## config.mk

```make
export PLATFORM = sky130hd
export DESIGN_NAME = pipe_stage_reg
export DESIGN_NICKNAME = d
export VERILOG_FILES = /design/src/rtl/pipe_pkg.sv /design/src/rtl/pipe_stage_reg_register.sv /design/src/rtl/pipe_stage_reg.sv
export SDC_FILE = /design/constraint.sdc
export NUM_CORES = 1
export LEC_CHECK = 0
export ABC_CLOCK_PERIOD_IN_PS = 2300
export CORE_MARGIN = 8
export CORE_UTILIZATION = 51
export DETAILED_ROUTE_END_ITERATION = 10
export GPL_ROUTABILITY_DRIVEN = 1
export PLACE_DENSITY = 0.8
export SLEW_MARGIN = 20
export SYNTH_ARGS = -nofsm -noshare
export SYNTH_HDL_FRONTEND = slang
export SYNTH_HIERARCHICAL = 1
export SYNTH_SLANG_ARGS = --single-unit
export TNS_END_PERCENT = 30
```

## constraint.sdc

```tcl
create_clock -name clk -period 2.3 [get_ports clk]
set_input_delay 0.345 -clock clk [delete_from_list [all_inputs] [get_ports clk]]
set_output_delay 0.345 -clock clk [all_outputs]
set_load 0.01 [all_outputs]
```

## src/rtl/pipe_pkg.sv

```systemverilog
// Shared definitions for the pipeline-stage register: state encodings and count width.
package pipe_pkg;

   localparam int unsigned CNT_W = 2;

   // Entries held by the stage; the count output is the state itself.
   localparam logic [CNT_W-1:0] ST_EMPTY = 2'd0;
   localparam logic [CNT_W-1:0] ST_ONE   = 2'd1;
   localparam logic [CNT_W-1:0] ST_BOTH  = 2'd2;

endpackage

```

## src/rtl/pipe_stage_reg_register.sv

```systemverilog
// Enable-gated storage register with asynchronous active-low reset to RST_VAL.
module Register #(
   parameter int unsigned  N       = 32,
   parameter logic [N-1:0] RST_VAL = '0
) (
   input  logic         clk,
   input  logic         reset,
   input  logic         en,
   input  logic [N-1:0] d,
   output logic [N-1:0] q
);

   // Load d when enabled; reset returns the register to RST_VAL immediately.
   always_ff @(posedge clk or negedge reset) begin
      if (!reset) begin
         q <= RST_VAL;
      end else if (en) begin
         q <= d;
      end
   end

endmodule

```

## src/rtl/pipe_stage_reg.sv

```systemverilog
// Pipeline-stage register with valid/ready handshake, stall and flush.
// SKID=1 adds a second entry so in_ready comes straight from registered state.
module pipe_stage_reg
   import pipe_pkg::*;
#(
   parameter int unsigned  N       = 32,
   parameter logic [N-1:0] RST_VAL = '0,
   parameter bit           SKID    = 1'b1
) (
   input  logic             clk,
   input  logic             reset,
   input  logic             flush,
   input  logic             in_valid,
   output logic             in_ready,
   input  logic [N-1:0]     in_data,
   output logic             out_valid,
   input  logic             out_ready,
   output logic [N-1:0]     out_data,
   output logic [CNT_W-1:0] count
);

   logic [CNT_W-1:0] state_q, state_d;
   logic             acc, drn;
   logic             main_en, main_from_skid;
   logic [N-1:0]     main_d, main_q, skid_q;

   assign out_valid = (state_q != ST_EMPTY);
   assign count     = state_q;
   assign out_data  = main_q;
   assign acc       = in_valid & in_ready;
   assign drn       = out_valid & out_ready;

   generate
      if (SKID) begin : g_ready_reg
         assign in_ready = (state_q != ST_BOTH);
      end else begin : g_ready_comb
         assign in_ready = !out_valid | out_ready;
      end
   endgenerate

   // Next-state and main-register load decode; flush overrides any transfer.
   always_comb begin
      state_d        = state_q;
      main_en        = 1'b0;
      main_from_skid = 1'b0;
      if (flush) begin
         state_d = ST_EMPTY;
         main_en = 1'b1;
      end else begin
         case (state_q)
            ST_EMPTY: begin
               if (acc) begin
                  state_d = ST_ONE;
                  main_en = 1'b1;
               end
            end
            ST_ONE: begin
               // Without a skid entry acc implies drn here, so both cases reload main.
               if (acc && (drn || !SKID)) begin
                  main_en = 1'b1;
               end else if (acc) begin
                  state_d = ST_BOTH;
               end else if (drn) begin
                  state_d = ST_EMPTY;
               end
            end
            ST_BOTH: begin
               if (drn) begin
                  state_d        = ST_ONE;
                  main_en        = 1'b1;
                  main_from_skid = 1'b1;
               end
            end
            default: state_d = ST_EMPTY;
         endcase
      end
   end

   assign main_d = flush ? RST_VAL : (main_from_skid ? skid_q : in_data);

   // State register; reset empties the stage at once.
   always_ff @(posedge clk or negedge reset) begin
      if (!reset) begin
         state_q <= ST_EMPTY;
      end else begin
         state_q <= state_d;
      end
   end

   Register #(.N(N), .RST_VAL(RST_VAL)) u_main (
      .clk   (clk),
      .reset (reset),
      .en    (main_en),
      .d     (main_d),
      .q     (main_q)
   );

   generate
      if (SKID) begin : g_skid
         logic         skid_en;
         logic [N-1:0] skid_d;
         // The skid entry only fills when an accept meets a stalled output.
         assign skid_en = flush | ((state_q == ST_ONE) & acc & ~drn);
         assign skid_d  = flush ? RST_VAL : in_data;
         Register #(.N(N), .RST_VAL(RST_VAL)) u_skid (
            .clk   (clk),
            .reset (reset),
            .en    (skid_en),
            .d     (skid_d),
            .q     (skid_q)
         );
      end else begin : g_no_skid
         assign skid_q = RST_VAL;
      end
   endgenerate

endmodule

```

-- Word-level counts from Yosys, hierarchy flattened
Index checks and enable logic that the tools add are counted.
- register bits after elaboration: 66
- bits of input ports: 37
- word-level logic and storage cells: 37
- equal/unequal tests: 7
- mux-type cells: 17
- bitwise logic cells: 6
- reduce and logical (&&, ||, !) cells: 4
- operator list (kind ; count):
    2-to-1 mux 32 bit ; 3
    2-to-1 mux 2 bit ; 6
    inequality test 3 bit, second input constant ; 3
    2-to-1 mux 1 bit ; 6
    one-hot mux 2 bit (3 select lines) ; 1
    AND 1 bit ; 4
    inequality test 4 bit, second input constant ; 1
    AND reduction 4 bit ; 1
    one-hot mux 1 bit (3 select lines) ; 1
    equality test 2 x 1 -> 1 bit, second input constant ; 1
    equality test 2 bit, second input constant ; 1
    logical NOT 2 bit ; 1
    inequality test 2 bit, second input constant ; 1
    nonzero test 2 bit ; 1
    logical AND 1 bit ; 1
    inverter 1 bit ; 1
    bitwise OR 1 bit ; 1

-- Logic depth before layout (Yosys ltp)
Gate-level depths: netlist (run 1).
- depth after elaboration: 7
- depth in mapped cells: 8

-- Modules after synthesis
Netlist (run 1), hierarchy kept.
- modules (own cells, without submodules) (module ; times used ; cells an instance ; area each (µm²) ; seq. area each (µm²)):
    Register ; 2 ; 68 ; 1345.0 ; 800.8
    pipe_stage_reg ; 1 ; 158 ; 822.0 ; 50.0

-- Worst setup path before layout (run 1)
No wires, ideal clock.
- path type: register to register
- start point: register state_q[1], in the netlist count[1]
- end point: register u_main.q[0]
- arrival: 1.595 ns
- slack: 0.580 ns
- cell stages (with the launch flop): 9
- path buffers: 4
- cells stage by stage: dfrtp_1 and3b_1 buf_4 buf_6 nor2_1 nand2_1 buf_6 buf_12 mux2_4
- RTL lines (item ; line ; RTL):
    start: declaration ; pipe_stage_reg.sv:22 ; logic [CNT_W-1:0] state_q, state_d;
    start signal: assignment ; pipe_stage_reg.sv:86 ; state_q <= state_d;
    inequality test 2 bit or nonzero test 2 bit (tied branches) ; pipe_stage_reg.sv:35, pipe_stage_reg.sv:27 ;
    AND 1 bit (on tied branches) ; pipe_stage_reg.sv:30, pipe_stage_reg.sv:31 ;
    logical AND 1 bit ; pipe_stage_reg.sv:59 ; if (acc && (drn || !SKID)) begin
    2-to-1 mux 1 bit ; pipe_stage_reg.sv:59 ;
    one-hot mux 1 bit (3 select lines) * ; pipe_stage_reg.sv:50 ; case (state_q)
    2-to-1 mux 1 bit * ; pipe_stage_reg.sv:46 ; if (flush) begin
    via main_en ; pipe_stage_reg.sv:24 ; logic main_en, main_from_skid;
    end signal: assignment ; pipe_stage_reg_register.sv:16 ; q <= RST_VAL;
    end signal: assignment ; pipe_stage_reg_register.sv:18 ; q <= d;
    end: declaration ; pipe_stage_reg_register.sv:10 ; output logic [N-1:0] q
The timed path passes the listed nets; every way through them passes the cells marked *.
A chain may end at the register's enable or synchronous reset.

-- Worst setup path after layout (run 1)
- start point: register state_q[1], in the netlist count[1]
- end point: output out_valid
- word-level cells in the longest chain between the ends: 1
- RTL lines (item ; line ; RTL):
    nonzero test 2 bit ; pipe_stage_reg.sv:27 ; assign out_valid = (state_q != ST_EMPTY);
    end: declaration ; pipe_stage_reg.sv:16 ; output logic out_valid,
Every way passes these cells.

==> flow_summary.toml, run 1 <==
[clock_tree]
cts_resized = 0
post_cts_buffers = 0
cts_tree = "yes"
clkSlewWorstSetupHoldPaths_ns = 0.06
clock_tree.root_cell = "clkbuf_8"
numCtsBuffers = 9
worstSkewPairLatency_ns = 0.32
h-tree-depth = 3
cts_buffer_depth = 2
hold_buffers = 0
cts_sinks = 66

[worst_setup_path]
worst_setup_path_end_kind = "output port"
path_max_fanout = 7
worstSetupPathType = "register to output port"
startpoint_type = "register"
cp_data_required_time_ns = 1.96
arrival_ns = 1.55

[cells_and_area]
syn2layout_area_growth_pct = 24.7
final_core_util = 0.652
drive_gt1_frac = 0.244
antenna_cells = 0
final_nets = 398
stdcell_area_um2 = 4380
instances_no_fill = 445

[synth]
syn_inst = 294
synth_common_cells = "67 x nand2_1, 66 x dfrtp_1, 60 x mux2_4"
ys_warn_count = 6
synth-edff-count = 0
synth_ff_type = "dfrtp_1"
yosysTopAreaCell = "dfrtp_1"
synth_top_area_share = 0.470
synth.net_count = 331
async_flop_share = 1.00
ys_ff_latch = 66
synth-seq-area-share = 0.470
synth.most_common_cell = "nand2_1"
syn_avg_cell_area_um2 = 11.9
ys_top_cells_by_area = "dfrtp_1 47%, mux2_4 26%, nand2_1 7.2%"
synth_area_um2 = 3510
synth.distinct_cells = 20

[timing]
worstMarginPinSlew_ns = 0.568
rsz0062_at_grt = "false"
skew_ns = 0.00694
setup_violations = 0
finalWorstSetupSlack_ns = 0.400
report.final.slew_viol_count = 0
fin_crit_sh = 0.826
period_needed_ns = 1.90
finalHoldViolCount = 0
finalSetupTns_ns = 0
fmax_ghz = 0.526
slew_headroom = 0.621

[detailed_routing]
drc_errors = 0
viasPerCell = 5.12
ant_nets = 0
drt-pass1-iter-count = 4
vias = 2279
routed_wl_um = 7470
detail_route.wl_per_cell_um = 16.8
drt_iter0_markers = 69

[placement]
io_buffers = 72
dp_slack_ns = 0.225
placement.cell_area_um2 = 4190
placedCellCount = 430
hpwl_um = 4740
gp_congestion = 0.750

[global_routing]
grt_pass1_wl_um = 12500
antenna_found_initial = 0
grt_max_degree = 67
track_usage = 0.158
grt_pass1_vias = 2475
grt.overflow.total = 0

[run_status]
status = "finished clean"

[power]
leakage_uw = 0.00209
ir_drop_mv = 0.358
p_per_area_nw_per_um2 = 645

[die]
rows = 30
boundaryPins = 73
initial_core_util = 0.523
die_width_um = 99.0
coreArea_um2 = 6720
die_h_um = 99.0
dieArea_um2 = 9800

[flow_run]
drv_cap = 0

[min_path]
hp-class = "input pin to async pin"
worst paths after layout:
path / startpoint / to / slack, ns / cells after the start
max: count[1] / out_valid / 0.40 / 2
min: reset / count[1] / 0.02 / 2
max reg2reg: count[1] / g_skid.u_skid/q[31] / 0.63 / 5
min reg2reg: u_main/q[17] / u_main/q[17] / 0.51 / 1
max in group asynchronous: reset / g_skid.u_skid/q[12] / 1.99 / 2
min in group clk: u_main/q[17] / u_main/q[17] / 0.51 / 1
layout by cell type (no fill, tap or decap):
cell / count
clkdlybuf4s50_1: 70
nand2_1: 66
buf_2: 2
nor2b_1: 33
o21bai_4: 1
or2_2: 1
or3_1: 1
mux2_4: 60
mux2_2: 4
clkinv_2: 2
nor2_1: 1
a211oi_1: 1
dfrtp_1: 66
a31oi_1: 1
buf_4: 3
nand2_2: 1
clkbuf_1: 2
buf_12: 3
clkbuf_8: 10
a21oi_1: 32
and3b_1: 1
bufinv_16: 1
nand2b_1: 2
nand3b_2: 1
through the flow:
step	total power, uW	hold WS (ns)
floorplan	1680	0.0494
global placement	1900	0.391
detailed placement	1910	0.394
CTS	2860	0.0366
global route	2950	0.0489
finish	2820	0.0208
layout make-up:
class / instances / area [um2]
clock buffers: 12 / 145
clock inverters: 3 / 40.0
fillers: 530 / 2340
multi-input cells: 206 / 1650
flip-flops and latches: 66 / 1650
well taps: 80 / 100
repair buffers: 78 / 793
worst max-delay path, stage by stage (launching register included):
cell             delay, ns
dfrtp_1               0.45
or2_2                 0.30
clkdlybuf4s50_1       0.49
flip-flops by register name, indices dropped and copies added (netlist names):
name,count
g_skid.u_skid/q,32
u_main/q,32
count,2
report_power, final:
group | switching [uW] | total, uW | internal, uW | leakage [uW]
clock network | 408 | 930 | 522 | 0.0000962
registers | 64.2 | 1330 | 1270 | 0.000853
logic | 212 | 561 | 349 | 0.00114
total | 684 | 2820 | 2140 | 0.00209
cells by family (layout without fill, tap and decap cells):
kind of cell,after synthesis,after routing,share of synthesized area
flip-flops,66,66,0.470
AND/OR/NAND/NOR,107,107,0.144
buffers and inverters,22,93,0.0645
multiplexers,64,64,0.269
AO/OA/AOI/OAI,35,35,0.0517
routing by layer:
metal  share of wire  GRT usage
met1            0.49      0.216
met2            0.45      0.236
met3           0.048     0.0402
met4          0.0094     0.0567
met5               0          0
Note: power is estimated with default switching activity, not from simulation.
==> run 2: changes to the inputs <==
- ABC_CLOCK_PERIOD_IN_PS: 2300 -> 1900
- clock period: 2.3 -> 1.9 ns (I/O delays scaled with it)
==> run 2 against run 1 <==
  * Cell count rose by 1.8%
  * Final area rose by 2.9%
  * Wire length fell by 1.7%
  * Clock skew rose by 0.0029 ns
  * Critical path type unchanged
  * Sequential share of layout area fell by 1.0 points
==> flow_summary.toml, run 2 (synthesized netlist as in run 1, its figures left out) <==
[die]
dieArea_um2 = 9800
initial_core_util = 0.523
die_width_um = 99.0
rows = 30
die_h_um = 99.0
boundaryPins = 73
coreArea_um2 = 6720

[detailed_routing]
viasPerCell = 5.10
ant_nets = 0
vias = 2312
drt-pass1-iter-count = 4
drc_errors = 0
drt_iter0_markers = 106
detail_route.wl_per_cell_um = 16.2
routed_wl_um = 7340

[cells_and_area]
stdcell_area_um2 = 4510
final_core_util = 0.671
multiInputGateArea_um2 = 1650
drive_gt1_frac = 0.268
final_nets = 405
regArea_um2 = 1650
final_common_cell = "clkdlybuf4s50_1"
antenna_cells = 0
fillers = 512
layout_common_cells = "69 x clkdlybuf4s50_1, 66 x nand2_1, 64 x dfrtp_1"
syn2layout_area_growth_pct = 28.3

[worst_setup_path]
worstSetupEndpoint = "in_ready"
worst_setup_path_end_kind = "output port"
worstSetupPathType = "register to output port"
critical_path_depth = 2
path_max_fanout = 7
startpoint_type = "register"
worst_r2r_startpoint = "count[1]"
cp_slowest_stage_delay_ns = 0.55
cp.buffers_inverters = 1
path_delay_family = "buffers and inverters"
path_cells = "nand2b_1 -> clkdlybuf4s50_1"
cp_data_required_time_ns = 1.62
crit_slowest_cell = "clkdlybuf4s50_1"
ff2ff_setup_slack_ns = 0.29
arrival_ns = 1.44
critical_path.startpoint = "count[1]"
ff2ff_path_depth = 5
r2r_end = "g_skid.u_skid/q[29]"

[global_routing]
grt_pass1_wl_um = 12500
grt_pass1_vias = 2514
grt_max_degree = 67
track_usage = 0.161
antenna_found_initial = 0
grt.overflow.total = 0

[timing]
skew_ns = 0.00987
period_needed_ns = 1.73
worstMarginPinSlew_ns = 0.341
fmax_ghz = 0.579
finalWorstSetupSlack_ns = 0.172
report.final.slew_viol_count = 0
fin_crit_sh = 0.910
finalHoldViolCount = 0
rsz0062_at_grt = "false"
fin_hold_ws_ns = 0.493
setup_violations = 0
slew_headroom = 0.773
finalSetupTns_ns = 0

[clock_tree]
numCtsBuffers = 9
h-tree-depth = 3
cts_tree = "yes"
clkSlewWorstSetupHoldPaths_ns = 0.08
cts_buffer_depth = 2
post_cts_buffers = 0
cts_sinks = 66
worstSkewPairLatency_ns = 0.33
clock_tree.root_cell = "clkbuf_8"

[placement]
placement.cell_area_um2 = 4260
gp_congestion = 0.738
dp_slack_ns = -0.0301
hpwl_um = 5020
io_buffers = 72

[power]
ir_drop_mv = 0.371
leakage_uw = 0.00216
p_per_area_nw_per_um2 = 806

[flow_run]
drv_cap = 0

[min_path]
hp-class = "input pin to async pin"

[run_status]
status = "finished clean"
-- run 2: cell count changes in the layout (fill, tap and decap cells not counted), sizes merged --
cell	before	now
buf	8	14
clkbuf	12	10
bufinv	1	2
clkdlybuf4s50	70	69
clkinv	2	3
clkinvlp	0	1
dlygate4sd3	0	1
dlymetal6s2s	0	1
-- run 2: metal layers --
layer | part of all wire | up-vias | global-route usage
met5 | 0 | - | 0
met1 | 0.47 | 1105 | 0.206
met4 | 0.012 | 0 | 0.0496
li1 | - | 1124 | -
met3 | 0.072 | 11 | 0.0662
met2 | 0.45 | 72 | 0.239
-- run 2: timing repair --
item,4_1_cts,5_1_grt
endpoints found under the setup margin,0,1
gates resized for setup,0,3
endpoints found under the hold margin,66,0
hold buffers,1,0
-- run 2: tightest hold or removal path, cell delays in order --
cell	delay (ns)
dlygate4sd3_1	0.52
buf_2	0.12
buf_12	0.30
-- run 2: where the power goes --
| part | switching [uW] | leakage [uW] | internal (uW) |
|---|---|---|---|
| registers | 77.3 | 0.000850 | 1530 |
| logic | 257 | 0.00120 | 437 |
| clock network | 550 | 0.000112 | 777 |
| total | 884 | 0.00216 | 2750 |
-- run 2: worst min-delay path by stage --
| stage | depth (start not counted) | end | from |
|---|---|---|---|
| 6_report | 3 | u_main/q[1] | reset |
| 4_1_cts | 3 | u_main/q[1] | reset |
| 2_1_floorplan | 0 | count[0] | reset |
| 5_1_grt | 3 | g_skid.u_skid/q[9] | reset |
| 3_5_place_dp | 2 | u_main/q[0] | reset |
| 3_3_place_gp | 2 | u_main/q[9] | reset |
-- run 2: area by class of cell --
| class | instances | share of cell area |
|---|---|---|
| flip-flops and latches | 66 | 0.367 |
| multi-input cells | 206 | 0.366 |
| repair buffers | 85 | 0.194 |
| clock buffers | 10 | 0.0305 |
| well taps | 80 | 0.0222 |
| clock inverters | 6 | 0.0200 |
-- run 2: metrics by stage --
stage,power [uW],instances
floorplan,2030,294
global placement,2320,436
detailed placement,2330,436
CTS,3680,453
global route,3800,453
finish,3630,453
==> run 3: changes to the inputs <==
- CELL_PAD_IN_SITES_DETAIL_PLACEMENT: not set -> 1
- CELL_PAD_IN_SITES_GLOBAL_PLACEMENT: not set -> 1
- CORE_UTILIZATION: 51 -> 41
- PLACE_DENSITY: 0.8 -> not set
- PLACE_DENSITY_LB_ADDON: not set -> 0.1
- SKIP_LAST_GASP: not set -> 1
==> run 3 against run 2 <==
  * Via count is 2.6% higher
  * Global-route usage is 0.76 points lower
  * Non-clock buffer count is 4 higher
  * Fmax is 1.1% lower
  * Sequential power hardly changed
  * Clock power is 12% lower
  * Wire length is 14% higher
  * Flip-flop and latch count stayed put
==> flow_summary.toml, run 3 (synthesized netlist as in run 1, its figures left out) <==
[global_routing]
grt_use_met1 = 0.199
grt_max_degree = 67
grt_pass1_vias = 2671
grtUsageMet2 = 0.231
grt_use_met3 = 0.0553
antenna_found_initial = 0
track_usage = 0.153
grt_pass1_wl_um = 14000
grt.overflow.total = 0
grt-busiest-layer = "met2"

[timing]
skew_ns = 0.00815
fin_hold_ws_ns = 0.397
report.final.slew_viol_count = 0
setup_violations = 0
rsz0062_at_grt = "false"
fmax_ghz = 0.572
slew_headroom = 0.672
period_needed_ns = 1.75
fin_crit_sh = 0.920
worstMarginPinSlew_ns = 0.492
finalHoldViolCount = 0
finalSetupTns_ns = 0

[worst_setup_path]
cp_slowest_stage_delay_ns = 0.50
ff2ff_path_depth = 6
critical_path.startpoint = "count[0]"
worstSetupEndpoint = "in_ready"
critical_path_depth = 2
r2r_end = "g_skid.u_skid/q[31]"
startpoint_type = "register"
path_cells = "nand2b_1 -> clkdlybuf4s50_1"
arrival_ns = 1.46
worst_r2r_startpoint = "count[1]"
path_max_fanout = 7
cp_data_required_time_ns = 1.62
worst_setup_path_end_kind = "output port"
ff2ff_setup_slack_ns = 0.20
worstSetupPathType = "register to output port"
crit_slowest_cell = "clkdlybuf4s50_1"
path_delay_family = "buffers and inverters"
cp.buffers_inverters = 1

[clock_tree]
clkSlewWorstSetupHoldPaths_ns = 0.07
cts_tree = "yes"
cts_sinks = 66
worstSkewPairLatency_ns = 0.35
cts_buffer_depth = 2
numCtsBuffers = 9
clock_tree.root_cell = "clkbuf_8"
h-tree-depth = 3

[die]
coreArea_um2 = 8260
die_width_um = 109
boundaryPins = 73
rows = 33
dieArea_um2 = 11800
initial_core_util = 0.425
die_h_um = 109

[power]
p_per_area_nw_per_um2 = 769
seq_power_share = 0.462
p_int_uw = 2570
clockPowerShare = 0.336
ir_drop_mv = 0.348
switching_share = 0.262
p_switching_uw = 912
leakage_uw = 0.00216
p_comb_frac = 0.202

[flow_run]
drv_cap = 0

[detailed_routing]
viasPerCell = 4.92
routed_wl_um = 8330
drc_errors = 0
detail_route.wl_per_cell_um = 17.3
ant_nets = 0
drt_iter0_markers = 67
drt-pass1-iter-count = 4
vias = 2373

[cells_and_area]
layout_common_cells = "69 x clkdlybuf4s50_1, 66 x nand2_1, 64 x dfrtp_1"
multiInputGateArea_um2 = 1650
final_common_cell = "clkdlybuf4s50_1"
antenna_cells = 0
syn2layout_area_growth_pct = 28.8
drive_gt1_frac = 0.273
final_nets = 409
fillers = 875
instances_no_fill = 482
regArea_um2 = 1650

[min_path]
hp-class = "input pin to register"

[placement]
gp_congestion = 0.739
io_buffers = 72
placedCellCount = 464
hpwl_um = 5490

[run_status]
status = "finished clean"
[run 3: cell types whose count changed in the layout (fill, tap and decap cells not counted)]
cell,before,now
clkinv_4,2,0
bufinv_16,2,1
buf_4,7,11
clkinv_2,1,4
clkbuf_8,10,9
clkbuf_1,0,1
[run 3: power groups by stage]
stage / sequential (uW) / clock [uW] / combinational (uW)
3_5_place_dp: 1630 / 0 / 710
2_1_floorplan: 1650 / 0 / 385
3_3_place_gp: 1630 / 0 / 698
4_1_cts: 1610 / 1220 / 715
6_report: 1610 / 1170 / 703
5_1_grt: 1630 / 1280 / 759
[run 3: per-stage QoR]
stage | setup WS, ns | utilization | area [um2] | power, uW
2_1_floorplan | 0.180 | - | 3510 | 2030
3_5_place_dp | -0.0123 | 0.523 | 4320 | 2340
3_3_place_gp | -0.0105 | 0.523 | 4320 | 2330
5_1_grt | 0.0633 | 0.548 | 4520 | 3660
6_report | 0.152 | 0.548 | 4520 | 3480
4_1_cts | 0.00111 | 0.547 | 4510 | 3540
[run 3: how the worst min path moves through the flow]
stage,start,slack (ns),cells past startpoint,to
6_report,flush,0.40,3,count[0]
5_1_grt,flush,0.41,3,count[0]
4_1_cts,flush,0.38,3,count[1]
3_5_place_dp,reset,0.34,2,g_skid.u_skid/q[2]
3_3_place_gp,reset,0.34,2,u_main/q[2]
2_1_floorplan,reset,-0.01,0,count[0]
[run 3: repair_timing]
action                                  in CTS  in global routing
resized for setup                            1                  2
setup buffers                                0                  1
endpoints found under the hold margin       66                  0
pin swaps                                    0                  0
endpoints found under the setup margin       1                  1
hold buffers                                 1                  0
[run 3: routing by layer]
layer / vias to the layer above / part of all wire
met4: 0 / 0.012
met1: 1185 / 0.47
met2: 51 / 0.46
met5: - / 0
li1: 1128 / -
met3: 9 / 0.056
[run 3: worst reg2reg max path: stages, from the launching register on]
cell	delay, ns
dfrtp_2	0.42
buf_4	0.16
nor2b_1	0.14
nand2_1	0.12
o21bai_4	0.16
buf_12	0.22
mux2_2	0.37
[run 3: cell type report]
type,instances,share of cell area
sequential,66,0.366
timing repair buffer,89,0.200
clock inverter,6,0.0127
clock buffer,10,0.0282
tap,105,0.0290
multi-input combinational,206,0.364
